## src/rtl/ntt_seq_ctrl_pkg.sv

```systemverilog
// Shared constants and state encoding for the NTT sequencer.
package ntt_seq_ctrl_pkg;

  localparam int Addrwidth   = 8;
  localparam int Stagebnum   = Addrwidth;

  localparam int N_DEF       = 1 << Addrwidth;
  localparam int ADDR_W_DEF  = Addrwidth;
  localparam int STAGES_DEF  = Stagebnum;
  localparam int GAP_CYC_DEF = 4;
  localparam int STAGE_W     = 5;

  typedef enum logic [2:0] {
    S_IDLE,
    S_LOAD,
    S_GO,
    S_WAIT_STG,
    S_GAP,
    S_UNLOAD,
    S_DONE
  } seq_state_e;

endpackage

```

## src/rtl/ntt_unload_port.sv

```systemverilog
// Unload stream over a 1-cycle-latency RAM read with consumer back-pressure.
// addr tags the word on the data bus; a rd_en raised during a handshake fetches addr+1.
module ntt_unload_port
  import ntt_seq_ctrl_pkg::*;
#(
  parameter int N      = N_DEF,
  parameter int ADDR_W = ADDR_W_DEF
) (
  input  logic              clk,
  input  logic              rst_n,
  input  logic              start,
  input  logic              ready,
  output logic              rd_en,
  output logic [ADDR_W-1:0] addr,
  output logic              valid,
  output logic              last
);

  logic [ADDR_W-1:0] addr_q, addr_d;
  logic              valid_q, valid_d;
  logic              hs;

  assign hs    = valid_q & ready;
  assign last  = valid_q & (addr_q == ADDR_W'(N - 1));
  assign addr  = addr_q;
  assign valid = valid_q;

  always_comb begin
    addr_d  = addr_q;
    valid_d = valid_q;
    rd_en   = 1'b0;
    if (start) begin
      addr_d  = '0;
      valid_d = 1'b1;
      rd_en   = 1'b1;
    end else if (hs) begin
      // final index wraps to 0, leaving the port ready for the next transform
      addr_d = addr_q + ADDR_W'(1);
      if (last) valid_d = 1'b0;
      else      rd_en   = 1'b1;
    end
  end

  always_ff @(posedge clk) begin
    if (!rst_n) begin
      addr_q  <= '0;
      valid_q <= 1'b0;
    end else begin
      addr_q  <= addr_d;
      valid_q <= valid_d;
    end
  end

endmodule

```

## src/rtl/ntt_seq_ctrl.sv

```systemverilog
// NTT top-level sequencer: load, per-stage launch with ping-pong bank select,
// then unload of the result bank.
module ntt_seq_ctrl
  import ntt_seq_ctrl_pkg::*;
#(
  parameter int N       = N_DEF,
  parameter int ADDR_W  = ADDR_W_DEF,
  parameter int STAGES  = STAGES_DEF,
  parameter int GAP_CYC = GAP_CYC_DEF
) (
  input  logic               clk,
  input  logic               rst_n,
  input  logic               start,
  output logic               busy,
  output logic               done,
  input  logic               ld_valid,
  output logic               ld_ready,
  output logic               ld_we,
  output logic [ADDR_W-1:0]  ld_addr,
  output logic               stage_go,
  input  logic               stage_done,
  output logic [STAGE_W-1:0] stage,
  output logic               src_sel,
  output logic               dp_own,
  output logic               ul_rd_en,
  output logic [ADDR_W-1:0]  ul_addr,
  output logic               ul_valid,
  input  logic               ul_ready,
  output logic               proto_err
);

  localparam int GAP_W = (GAP_CYC > 1) ? $clog2(GAP_CYC) : 1;
  localparam logic [GAP_W-1:0]   GAP_LAST = GAP_W'((GAP_CYC > 0) ? GAP_CYC - 1 : 0);
  localparam logic [ADDR_W-1:0]  LD_LAST  = ADDR_W'(N - 1);
  localparam logic [STAGE_W-1:0] STG_LAST = STAGE_W'(STAGES - 1);

  seq_state_e         state_q, state_d;
  logic [ADDR_W-1:0]  ld_addr_q, ld_addr_d;
  logic [STAGE_W-1:0] stage_q, stage_d;
  logic [GAP_W-1:0]   gap_q, gap_d;
  logic               src_sel_q, src_sel_d;
  logic               err_q, err_d;
  logic               ul_start_q, ul_start_d;
  logic               ul_last;

  assign ld_we     = ld_valid & ld_ready;
  assign ld_addr   = ld_addr_q;
  assign stage     = stage_q;
  assign src_sel   = src_sel_q;
  assign proto_err = err_q;

  always_comb begin
    state_d    = state_q;
    ld_addr_d  = ld_addr_q;
    stage_d    = stage_q;
    gap_d      = gap_q;
    src_sel_d  = src_sel_q;
    err_d      = err_q;
    ul_start_d = 1'b0;
    busy       = (state_q != S_IDLE);
    ld_ready   = 1'b0;
    stage_go   = 1'b0;
    dp_own     = 1'b0;
    done       = 1'b0;

    if (stage_done && (state_q != S_WAIT_STG)) err_d = 1'b1;

    unique case (state_q)
      S_IDLE: begin
        if (start) begin
          state_d   = S_LOAD;
          ld_addr_d = '0;
          stage_d   = '0;
          src_sel_d = 1'b0;
        end
      end
      S_LOAD: begin
        ld_ready = 1'b1;
        if (ld_valid) begin
          ld_addr_d = ld_addr_q + ADDR_W'(1);
          if (ld_addr_q == LD_LAST) state_d = S_GO;
        end
      end
      S_GO: begin
        stage_go = 1'b1;
        dp_own   = 1'b1;
        state_d  = S_WAIT_STG;
      end
      S_WAIT_STG: begin
        dp_own = 1'b1;
        if (stage_done) begin
          // the stage just written becomes the next read source
          src_sel_d = ~src_sel_q;
          if (stage_q == STG_LAST) begin
            state_d    = S_UNLOAD;
            ul_start_d = 1'b1;
          end else begin
            stage_d = stage_q + STAGE_W'(1);
            gap_d   = '0;
            state_d = (GAP_CYC == 0) ? S_GO : S_GAP;
          end
        end
      end
      S_GAP: begin
        dp_own = 1'b1;
        if (gap_q == GAP_LAST) state_d = S_GO;
        else                   gap_d   = gap_q + GAP_W'(1);
      end
      S_UNLOAD: begin
        if (ul_valid && ul_ready && ul_last) state_d = S_DONE;
      end
      S_DONE: begin
        done    = 1'b1;
        state_d = S_IDLE;
      end
      default: state_d = S_IDLE;
    endcase
  end

  always_ff @(posedge clk) begin
    if (!rst_n) begin
      state_q    <= S_IDLE;
      ld_addr_q  <= '0;
      stage_q    <= '0;
      gap_q      <= '0;
      src_sel_q  <= 1'b0;
      err_q      <= 1'b0;
      ul_start_q <= 1'b0;
    end else begin
      state_q    <= state_d;
      ld_addr_q  <= ld_addr_d;
      stage_q    <= stage_d;
      gap_q      <= gap_d;
      src_sel_q  <= src_sel_d;
      err_q      <= err_d;
      ul_start_q <= ul_start_d;
    end
  end

  ntt_unload_port #(
    .N      (N),
    .ADDR_W (ADDR_W)
  ) u_unload (
    .clk   (clk),
    .rst_n (rst_n),
    .start (ul_start_q),
    .ready (ul_ready),
    .rd_en (ul_rd_en),
    .addr  (ul_addr),
    .valid (ul_valid),
    .last  (ul_last)
  );

endmodule

```

## config.mk

```make
export PLATFORM = sky130hd
export DESIGN_NAME = ntt_seq_ctrl
export DESIGN_NICKNAME = d
export VERILOG_FILES = /design/src/rtl/ntt_seq_ctrl_pkg.sv /design/src/rtl/ntt_unload_port.sv /design/src/rtl/ntt_seq_ctrl.sv
export SDC_FILE = /design/constraint.sdc
export NUM_CORES = 1
export LEC_CHECK = 0
export ABC_AREA = 0
export BUFFER_PORTS_ARGS = -buffer_cell sky130_fd_sc_hd__buf_2
export CAP_MARGIN = 40
export CELL_PAD_IN_SITES_DETAIL_PLACEMENT = 1
export CELL_PAD_IN_SITES_GLOBAL_PLACEMENT = 2
export CORE_MARGIN = 2
export CORE_UTILIZATION = 30
export CTS_CLUSTER_SIZE = 14
export DETAILED_ROUTE_END_ITERATION = 10
export GPL_TIMING_DRIVEN = 0
export PLACE_DENSITY_LB_ADDON = 0.12
export SETUP_SLACK_MARGIN = 0.5
export SYNTH_ARGS = -nofsm -noshare
export SYNTH_HDL_FRONTEND = slang
export SYNTH_SLANG_ARGS = --single-unit
export TNS_END_PERCENT = 5
```

## constraint.sdc

```tcl
create_clock -name clk -period 2 [get_ports clk]
set_input_delay 0.4 -clock clk [delete_from_list [all_inputs] [get_ports clk]]
set_output_delay 0.4 -clock clk [all_outputs]
set_load 0.005 [all_outputs]
```

==> impl_summary.log, run 1 <==
[metrics] run status: complete, no violations
[metrics] cells taking the most area after synthesis: sky130_fd_sc_hd__dfxtp_1 (39%), sky130_fd_sc_hd__xor2_1 (7.5%), sky130_fd_sc_hd__nor2_1 (5.2%), sky130_fd_sc_hd__nand4_1 (4.5%), sky130_fd_sc_hd__nand2_1 (3.7%)
[metrics] first-pass GRT wire length: approximately 7.5 mm
[metrics] drt drc: 0
[metrics] Setup crit end kind: register
[metrics] Cell Area, Synth: between 1500 and 2000 µm²
[metrics] startpoint types: register
[metrics] peak ir drop on the vdd network: ~0.28 mV
[metrics] Crit path top cell by count: sky130_fd_sc_hd__buf_4
[metrics] wire per inst: between 10 and 15 µm
[metrics] maximum number of pins on one net before global-route repair: 11
[metrics] antenna cell count: 0
[metrics] Boundary Pins: 37
[metrics] cell with the biggest individual delay on the critical path: sky130_fd_sc_hd__dfxtp_4
[metrics] final layout net count: 248
[metrics] Total Negative Setup Slacks: 0 ns
[metrics] Max FO, Critical Path: 3
[metrics] Routed Antenna Nets: 0
[metrics] Vias: about 1500
[metrics] synthesized area per cell: slightly below 9 µm²
[metrics] area enclosed by the die boundary: 5662 µm²
[metrics] area fraction in and, or, nand and nor cells after synthesis: about a third
[metrics] total global-route track usage: between 15 and 20%
[metrics] largest family of logic cells by synthesized area: simple AND/OR/NAND/NOR gates
[metrics] number of inserted filler cells in the final layout: 597
[metrics] grt total ovfl: 0
[metrics] Setup Crit Path Kind: reg -> reg
[metrics] total power after layout: around 0.0015 W
[metrics] initial antenna violation count: 0
[metrics] compound-gate portion of the synthesized area: 10.60%
[metrics] TritonCTS clock tree: yes
[metrics] number of global-route vias before repair: around 1600
[metrics] CP peak stage delay: between 0.3 and 0.4 ns
[metrics] core footprint: between 4000 and 5000 µm²
[metrics] asr flop ratio synth: 0%
[metrics] final weighted congestion in routability-driven placement: approximately 0.74
[metrics] share of synthesized area spent on multiplexers: between 3 and 4%
[metrics] total wire length after detailed routing: between 4 and 5 mm
[metrics] Power Dens Cells: 709.9 nW/µm²
[metrics] mean number of vias per cell: 5.003
[metrics] YS warnings: 0
[metrics] top cells by count, synth: sky130_fd_sc_hd__dfxtp_1 (30), sky130_fd_sc_hd__nor2_1 (21), sky130_fd_sc_hd__nand2_1 (15)
[metrics] insertion delay of the later-clocked pin in the worst-skew pair: 0.28 ns
[metrics] fraction of synthesized cell area taken by the top area cell type: between 30% and 40%
[metrics] root buffer selected by CTS: sky130_fd_sc_hd__clkbuf_8
[metrics] gate family responsible for the most delay along the worst path: buffers and inverters
[metrics] Seq. cell area: 619.3 µm²
[metrics] sequential share of the synthesized area: 39.44%
[metrics] fmax: slightly below 600 MHz
[metrics] number of levels in the clock H-tree: 2
[metrics] Hold Vio Cnt, Final: 0
[metrics] number of flops mapped to enable cells by yosys: 0
[metrics] classification of the worst-slack hold path: in -> reg
[metrics] worst path cell trace: ha_4 -> nand4_1 -> nor2_2 -> buf_4 -> buf_4 -> buf_4 -> buf_4 -> a21oi_1 -> o311a_1
[metrics] total setup violations reported at the end of the flow: 0
[metrics] number of synthesized register bits: 30
[metrics] starting density of the core: 31.61%
[metrics] dominant cell by count in the synthesized netlist: sky130_fd_sc_hd__dfxtp_1
[metrics] drt initial violations: 80
[metrics] Synth Flop Type: sky130_fd_sc_hd__dfxtp_1
[metrics] number of distinct standard cells referenced by the synthesized netlist: 44
[metrics] nets in the synthesized netlist: around 190
[metrics] final setup skew: roughly 0.0068 ns
[metrics] DRT Pass-1 Iters: 4
[metrics] share of post-route cells with drive strength above 1: 32.77%
[metrics] maximum clock insertion buffer count: 2
[metrics] headroom to the max-slew limit: approximately 71%
[metrics] quantity of I/O buffers inserted on ports: 36
[metrics] number of placement rows: 25
[metrics] Arr. time, crit path: ~1.9 ns
[metrics] die span in y: 75.25 µm
[metrics] Adder-Cell Fraction of Synth Area: 3.287%
[metrics] growth of design area from synthesis to finish: 37.47%
[metrics] number of max-cap violations: 0
[metrics] required time of the critical path: 2.17 ns
[metrics] hold bufs inserted after CTS: 0
[metrics] number of clock buffers inserted by TritonCTS: 5
[metrics] combined buffer and inverter count along the critical path: 4
[metrics] multi-input gate area in the final layout: 895.9 µm²
[metrics] Pleak: 0.9233 nW
[metrics] synthesized netlist cell count: between 150 and 200
[metrics] Final Util: about 43%
[metrics] share of the clock period used by the worst path: 86.18%
[metrics] clock transition at the registers of the reported paths: about 0.070 ns
[metrics] leading area contributor after synthesis: sky130_fd_sc_hd__dfxtp_1
[metrics] final max-slew violation count: 0
[metrics] final worst hold slack: between 0.4 and 0.5 ns
[metrics] post-route minimum period: 1.724 ns
[metrics] xor/xnor share of the synthesized area: under 10%
[metrics] slew at the pin closest to its max-slew limit: around 0.44 ns
[metrics] RSZ-0062 raised after global routing: yes
[metrics] HPWL Detailed: between 3 and 4 mm
[metrics] Die X: roughly 75 µm
[metrics] total clock sinks: 30
==> placed cells by master, fill, tap and decap left out, drive strengths merged, types with 3 or more instances in the layout <==
| cell type | synthesis | routed |
|---|---|---|
| nand2 | 15 | 15 |
| nand3 | 5 | 5 |
| o21ai | 4 | 4 |
| nor2b | 3 | 3 |
| clkbuf | 4 | 11 |
| and2 | 5 | 5 |
| a21oi | 10 | 10 |
| buf | 5 | 60 |
| nand4 | 11 | 11 |
| xor2 | 13 | 13 |
| and3 | 6 | 6 |
| nor2 | 21 | 21 |
| mux2i | 3 | 3 |
| dfxtp | 30 | 30 |
| ha | 4 | 4 |
| nand2b | 4 | 4 |
| or3 | 4 | 4 |
==> final timing paths <==
path | end | from | cells after the start | slack [ns]
max | state_q[0] | u_unload.addr[0] | 9 | 0.28
min | proto_err | stage_done | 3 | 0.41
max reg2reg | state_q[0] | u_unload.addr[0] | 9 | 0.28
min reg2reg | gap_q[1] | gap_q[1] | 2 | 0.48
==> per-layer routing <==
metal / global-route usage, % / part of all wire (%) / wire (µm) / vias to the layer above
met5: 0 / 0 / 0 / -
met4: 7.797 / 1.9 / 83 / 0
met3: 4.284 / 4.4 / 195 / 8
met2: 29.04 / 49 / 2208 / 31
met1: 21.33 / 44 / 1991 / 746
li1: - / - / - / 741
==> timing repair <==
| action | CTS | global route |
|---|---|---|
| gates resized for setup | 25 | 0 |
| endpoints found under the setup margin | 22 | 26 |
| setup buffers | 16 | 3 |
| pin swaps | 3 | 4 |
==> metrics by stage <==
stage               instances  setup WS, ns  area [µm²]
detailed placement        279        0.3104        1787
global placement          279        0.3669        1787
global route              305        0.1797        2093
finish                    305        0.2765        2093
floorplan                 176        0.6195        1523
CTS                       302        0.3123        2071
==> registers in the layout, summed over array words and instances, names as in the netlist <==
| signal | cells |
|---|---|
| src_sel | 1 |
| stage | 5 |
| ld_addr | 8 |
| ul_start_q | 1 |
| gap_q | 2 |
| u_unload.valid | 1 |
| state_q | 3 |
| u_unload.addr | 8 |
| proto_err | 1 |
==> worst min-delay path, stage by stage <==
cell	delay, ns
sky130_fd_sc_hd__buf_2	0.11
sky130_fd_sc_hd__a21oi_1	0.06
sky130_fd_sc_hd__nor2b_1	0.09
==> power by group <==
part | total [W] | leakage, nW | switching [W] | internal (W)
combinational | 0.000366 | 0.639 | 0.000173 | 0.000192
clock | 0.000469 | 0.0383 | 0.000230 | 0.000239
sequential | 0.000651 | 0.246 | 0.0000290 | 0.000622
total | 0.00149 | 0.923 | 0.000432 | 0.00105
==> logic make-up (layout without fill, tap and decap cells) <==
family	count (synthesis)	in the layout
simple gates	86	86
flops	30	30
compound gates	25	25
buf+inv	11	73
mux	5	5
xor+xnor	15	15
fa+ha+maj	4	4
==> area by class of cell <==
class | count | area share, %
Clock buffer | 7 | 3.646
Buffer | 9 | 3.586
Sequential cell | 30 | 29.59
Inverter | 2 | 0.3586
Tap cell | 67 | 4.005
Timing Repair Buffer | 55 | 16.02
Multi-Input combinational cell | 135 | 42.80
(Power assumes the default switching activity.)
==> run 2: changes to the inputs <==
- REMOVE_ABC_BUFFERS: default -> 1
==> run 2 against run 1 <==
Net effect: utilization is 2.8 points lower; clock-buffer cell count stayed put; final cell count is 6.2% lower; critical path depth is 5 lower; combinational power is 35% lower; final area is 6.5% lower; clock skew is 0.0019 ns lower; sequential power is 4.0% higher; flip-flop and latch count stayed put; critical path type is now reg -> out; global-route usage is 0.60 points lower; clock power is 6.0% higher.
==> impl_summary.log, run 2 (synthesis gave the netlist of run 1 again) <==
[metrics] run status: complete, no violations
[metrics] fmax: 608.2 MHz
[metrics] antenna cell count: 0
[metrics] global-route track usage on met1: between 20% and 30%
[metrics] GR Layer Usage met3: under 10%
[metrics] first-pass GRT wire length: 7.141 mm
[metrics] Hold Vio Cnt, Final: 0
[metrics] mean number of vias per cell: between 4 and 5
[metrics] Power Dens Cells: a little over 700 nW/µm²
[metrics] number of placement rows: 25
[metrics] number of global-route vias before repair: between 1500 and 2000
[metrics] quantity of I/O buffers inserted on ports: 36
[metrics] total setup violations reported at the end of the flow: 0
[metrics] Final Util: between 40% and 50%
[metrics] Boundary Pins: 37
[metrics] number of clock buffers inserted by TritonCTS: 5
[metrics] Global Route met2 Usage: around 29%
[metrics] final setup skew: ~0.0049 ns
[metrics] drt initial violations: between 60 and 70
[metrics] Setup Crit Path Kind: reg -> out
[metrics] total wire length after detailed routing: 4.124 mm
[metrics] final layout net count: ~230
[metrics] Setup crit end kind: primary output
[metrics] insertion delay of the later-clocked pin in the worst-skew pair: ~0.27 ns
[metrics] share of the clock period used by the worst path: between 80% and 90%
[metrics] total clock sinks: 30
[metrics] die span in y: approximately 75 µm
[metrics] worst path cell trace: nand4_1 -> nor2_2 -> o21bai_1 -> buf_2
[metrics] Die X: approximately 75 µm
[metrics] required time of the critical path: between 1.5 and 2 ns
[metrics] number of max-cap violations: 0
[metrics] area enclosed by the die boundary: ~5700 µm²
[metrics] maximum clock insertion buffer count: 2
[metrics] RSZ-0062 raised after global routing: yes
[metrics] grt total ovfl: 0
[metrics] Routed Antenna Nets: 0
[metrics] slew at the pin closest to its max-slew limit: roughly 0.36 ns
[metrics] HPWL Detailed: between 2 and 3 mm
[metrics] post-route minimum period: ~1.6 ns
[metrics] Total Negative Setup Slacks: 0 ns
[metrics] starting density of the core: 31.61%
[metrics] growth of design area from synthesis to finish: 28.51%
[metrics] final weighted congestion in routability-driven placement: 0.7389
[metrics] wire per inst: approximately 14 µm
[metrics] headroom to the max-slew limit: approximately 76%
[metrics] CP peak stage delay: 0.42 ns
[metrics] root buffer selected by CTS: sky130_fd_sc_hd__clkbuf_8
[metrics] peak ir drop on the vdd network: ~0.36 mV
[metrics] DRT Pass-1 Iters: 4
[metrics] Max FO, Critical Path: 5
[metrics] clock transition at the registers of the reported paths: roughly 0.07 ns
[metrics] combined buffer and inverter count along the critical path: 1
[metrics] final worst hold slack: roughly 0.42 ns
[metrics] TritonCTS clock tree: yes
[metrics] classification of the worst-slack hold path: in -> reg
[metrics] final max-slew violation count: 0
[metrics] total global-route track usage: about 17%
[metrics] Pleak: approximately 0.84 nW
[metrics] core footprint: ~4800 µm²
[metrics] startpoint types: register
[metrics] number of levels in the clock H-tree: 2
[metrics] most used cells in the layout excluding fill and tap cells: sky130_fd_sc_hd__buf_2 (36), sky130_fd_sc_hd__dfxtp_1 (24), sky130_fd_sc_hd__nor2_1 (19), sky130_fd_sc_hd__nand2_1 (15), sky130_fd_sc_hd__xor2_1 (13)
[metrics] cell with the biggest individual delay on the critical path: sky130_fd_sc_hd__dfxtp_1
[metrics] maximum number of pins on one net before global-route repair: 16
[metrics] drt drc: 0
[metrics] Arr. time, crit path: 1.24 ns
[metrics] initial antenna violation count: 0
[metrics] share of post-route cells with drive strength above 1: between 30% and 40%
[metrics] hold bufs inserted after CTS: 0
[metrics] Vias: roughly 1400
[metrics] gate family responsible for the most delay along the worst path: flip-flops
[metrics] global routing's busiest layer: met2
[metrics] most common library cell in the layout ignoring fill and taps: sky130_fd_sc_hd__buf_2
run 2: through the flow:
stage	power [W]	instance area [µm²]	instances	setup WS, ns
4_1_cts	0.001426	1933	285	0.3341
3_5_place_dp	0.0009138	1745	270	0.1621
3_3_place_gp	0.0009059	1745	270	0.1873
6_report	0.001412	1957	286	0.3559
5_1_grt	0.001502	1957	286	0.2440
2_1_floorplan	0.0008205	1481	167	0.4747
run 2: final cells by class:
cell class	instances	area [µm²]
repair buffers	44	240.2
fillers	605	2860
clock inverters	1	5.005
clock buffers	7	86.33
multi-input cells	135	913.4
flip-flops and latches	30	620.6
well taps	67	83.83
inverters	2	7.507
run 2: what timing repair did:
item	CTS	global route
gates cloned	0	0
setup buffers	7	1
setup endpoints to repair	24	23
gates resized for setup	16	3
pin swaps	3	2
run 2: power by group:
part / switching, W / internal (W)
Combinational: 0.000126 / 0.000112
Sequential: 0.0000542 / 0.000623
Clock: 0.000220 / 0.000277
Total: 0.000401 / 0.00101
run 2: metal layers:
metal / routed length, µm / up-vias
met3: 169 / 7
met5: 0 / -
li1: - / 703
met4: 53 / 0
met1: 1809 / 692
met2: 2092 / 25
run 2: worst paths after layout:
path                 to        startpoint  cells after the start  slack [ns]
min reg2reg    gap_q[1]          gap_q[1]                      2        0.48
max            ul_rd_en  u_unload.addr[4]                      4        0.36
min           proto_err        stage_done                      3        0.42
max reg2reg  state_q[1]  u_unload.addr[0]                      8        0.37
run 2: worst register-to-register path, cell delays in order, from the launching register on:
cell and delay (ns):
sky130_fd_sc_hd__dfxtp_4 0.37, sky130_fd_sc_hd__ha_4 0.14, sky130_fd_sc_hd__nand4_1 0.13, sky130_fd_sc_hd__buf_4 0.17
sky130_fd_sc_hd__buf_4 0.12, sky130_fd_sc_hd__buf_4 0.12, sky130_fd_sc_hd__o21ai_1 0.10, sky130_fd_sc_hd__and4bb_1 0.23
sky130_fd_sc_hd__mux2i_1 0.18
==> run 3: changes to the inputs <==
- clock period: 2 -> 1.7 ns (I/O delays scaled with it)
==> run 3 against run 2 <==
Net effect: critical path depth fell by 1; worst hold slack worse by 0.048 ns; sequential share of layout area is 0.99 points lower; sequential power up 19%; setup slack lost 0.25 ns; flip-flop and latch count is the same; non-clock buffer count is 2 higher; critical path type unchanged.
==> impl_summary.log, run 3 (synthesis gave the netlist of run 1 again) <==
[metrics] run status: complete, no violations
[metrics] fmax: between 600 and 700 MHz
[metrics] combined buffer and inverter count along the critical path: 1
[metrics] Setup Crit Path Kind: reg -> out
[metrics] slack of the worst reg-to-reg path: between 0.1 and 0.15 ns
[metrics] Seq. cell area: 624.3 µm²
[metrics] DRT Pass-1 Iters: 4
[metrics] number of max-cap violations: 0
[metrics] Hold Path Stages: 3
[metrics] peak ir drop on the vdd network: a little over 0.4 mV
[metrics] Total Negative Setup Slacks: 0 ns
[metrics] worst path cell trace: nor2_1 -> mux2_2 -> buf_2
[metrics] Pleak: between 0.8 and 0.9 nW
[metrics] Vias: 1451
[metrics] starting density of the core: between 30% and 40%
[metrics] multi-input gate area in the final layout: between 900 and 1000 µm²
[metrics] Arr. time, crit path: 1.25 ns
[metrics] classification of the worst-slack hold path: in -> reg
[metrics] Power Dens Cells: 837.5 nW/µm²
[metrics] final setup skew: 0.004392 ns
[metrics] core footprint: about 4800 µm²
[metrics] antenna cell count: 0
[metrics] most common library cell in the layout ignoring fill and taps: sky130_fd_sc_hd__buf_2
[metrics] required time of the critical path: 1.36 ns
[metrics] Setup crit end kind: primary output
[metrics] Max FO, Critical Path: 15
[metrics] Boundary Pins: 37
[metrics] hold path startpoint: stage_done
[metrics] grt total ovfl: 0
[metrics] share of the clock period used by the worst path: 93.54%
[metrics] number of inserted filler cells in the final layout: 599
[metrics] most used cells in the layout excluding fill and tap cells: sky130_fd_sc_hd__buf_2 (36), sky130_fd_sc_hd__dfxtp_1 (21), sky130_fd_sc_hd__nor2_1 (19), sky130_fd_sc_hd__nand2_1 (15), sky130_fd_sc_hd__xor2_1 (13)
[metrics] CP peak stage delay: 0.46 ns
[metrics] number of levels in the clock H-tree: 2
[metrics] total global-route track usage: 16.80%
[metrics] relative contribution of sequential cells to total power: a little under half
[metrics] HPWL Detailed: between 2 and 3 mm
[metrics] final weighted congestion in routability-driven placement: between 0.7 and 0.8
[metrics] portion of total power attributed to the clock network: between 30% and 40%
[metrics] mean number of vias per cell: between 5 and 6
[metrics] headroom to the max-slew limit: between 70% and 80%
[metrics] TritonCTS clock tree: yes
[metrics] total wire length after detailed routing: approximately 4.2 mm
[metrics] drt drc: 0
[metrics] switching part of the total power: about 29%
[metrics] end of the worst register-to-register path: state_q[0]
[metrics] maximum number of pins on one net before global-route repair: 16
[metrics] depth of the most critical reg-to-reg path: 5
[metrics] maximum clock insertion buffer count: 2
[metrics] area enclosed by the die boundary: approximately 5700 µm²
[metrics] post-route minimum period: approximately 1.6 ns
[metrics] fraction of power consumed by combinational cells: a little under a fifth
[metrics] first-pass GRT wire length: around 7 mm
[metrics] insertion delay of the later-clocked pin in the worst-skew pair: approximately 0.27 ns
[metrics] total clock sinks: 30
[metrics] drt initial violations: 59
[metrics] wire per inst: about 15 µm
[metrics] Routed Antenna Nets: 0
[metrics] initial antenna violation count: 0
[metrics] startpoint types: register
[metrics] non-filler instance count after layout: roughly 290
[metrics] number of instances in the placed design: 270
[metrics] end point of the most critical hold path: proto_err
[metrics] number of placement rows: 25
[metrics] die span in y: between 70 and 80 µm
[metrics] hold bufs inserted after CTS: 0
[metrics] P_sw: between 0.0004 and 0.0005 W
[metrics] final max-slew violation count: 0
[metrics] root buffer selected by CTS: sky130_fd_sc_hd__clkbuf_8
[metrics] final layout net count: 230
[metrics] number of clock buffers inserted by TritonCTS: 5
[metrics] slew at the pin closest to its max-slew limit: between 0.3 and 0.4 ns
[metrics] internal power contribution: 0.001215 W
[metrics] growth of design area from synthesis to finish: 33.44%
[metrics] number of global-route vias before repair: ~1500
[metrics] quantity of I/O buffers inserted on ports: 36
[metrics] cell with the biggest individual delay on the critical path: sky130_fd_sc_hd__dfxtp_4
[metrics] share of post-route cells with drive strength above 1: approximately a third
[metrics] Hold Vio Cnt, Final: 0
[metrics] total setup violations reported at the end of the flow: 0
[metrics] RR Startpoint: ld_addr[0]
[metrics] clock transition at the registers of the reported paths: 0.06 ns
[metrics] Die X: between 70 and 80 µm
[metrics] gate family responsible for the most delay along the worst path: flip-flops
[metrics] RSZ-0062 raised after global routing: yes
## run 3: changes by cell type in the layout (fill, tap and decap cells not counted), moves of 2 or more
cell	change
sky130_fd_sc_hd__dfxtp_1	-3
sky130_fd_sc_hd__ha_1	-2
sky130_fd_sc_hd__dfxtp_2	+3
sky130_fd_sc_hd__buf_4	+2
## run 3: worst register-to-register path, delay by kind of cell, from the launching register on
| family | cells | cell delay (ns) |
|---|---|---|
| adder cells (fa/ha/maj) | 1 | 0.24 |
| AO/OA/AOI/OAI | 2 | 0.62 |
| flip-flops | 1 | 0.39 |
| AND/OR/NAND/NOR | 2 | 0.19 |
## run 3: power groups by stage
stage | clock [W] | sequential, W | combinational, W
floorplan | 0 | 0.000790 | 0.000175
global placement | 0 | 0.000802 | 0.000263
detailed placement | 0 | 0.000804 | 0.000271
CTS | 0.000606 | 0.000796 | 0.000291
global route | 0.000643 | 0.000812 | 0.000348
finish | 0.000585 | 0.000803 | 0.000314
## run 3: cell type report
| type | instances | share of cell area, % |
|---|---|---|
| timing repair buffer | 46 | 12.56 |
| sequential | 30 | 30.73 |
| clock buffer | 7 | 4.249 |
| tap | 67 | 4.126 |
| clock inverter | 1 | 0.2463 |
| multi-input combinational | 135 | 47.72 |
| inverter | 2 | 0.3695 |
## run 3: metal layers
layer,part of all wire [%],vias up,track usage (%)
li1,-,708,-
met1,45,711,20.63
met2,50,25,28.56
met3,3.9,7,4.418
met4,1.2,0,5.653
met5,0,-,0
## run 3: how the worst max path moves through the flow
stage,slack (ns),end,start,depth (start not counted)
after detailed placement,-0.14,stage[3],state_q[0],4
after floorplan,0.17,stage[3],state_q[0],4
after CTS,0.10,ul_rd_en,u_unload.addr[1],5
after global placement,-0.11,stage[3],state_q[0],4
after global routing,0.01,ul_rd_en,u_unload.addr[0],5
final,0.11,dp_own,state_q[0],3
## run 3: repair_timing
| item | 4_1_cts | 5_1_grt |
|---|---|---|
| resized for setup | 18 | 13 |
| pin swaps | 4 | 3 |
| endpoints found under the setup margin | 39 | 45 |
| hold endpoints to repair | 0 | 0 |
| buffers inserted | 8 | 2 |
## run 3: metrics by stage
stage / util (%) / setup slack, ns / total power (W) / cell area, µm² / hold slack [ns]
floorplan: - / 0.1747 / 0.0009653 / 1481 / 0.4479
global placement: 36.23 / -0.1127 / 0.001066 / 1745 / 0.4577
detailed placement: 36.23 / -0.1379 / 0.001075 / 1745 / 0.4725
CTS: 40.49 / 0.1030 / 0.001693 / 1951 / 0.3548
global route: 42.18 / 0.01191 / 0.001803 / 2032 / 0.3838
finish: 42.18 / 0.1098 / 0.001702 / 2032 / 0.3732
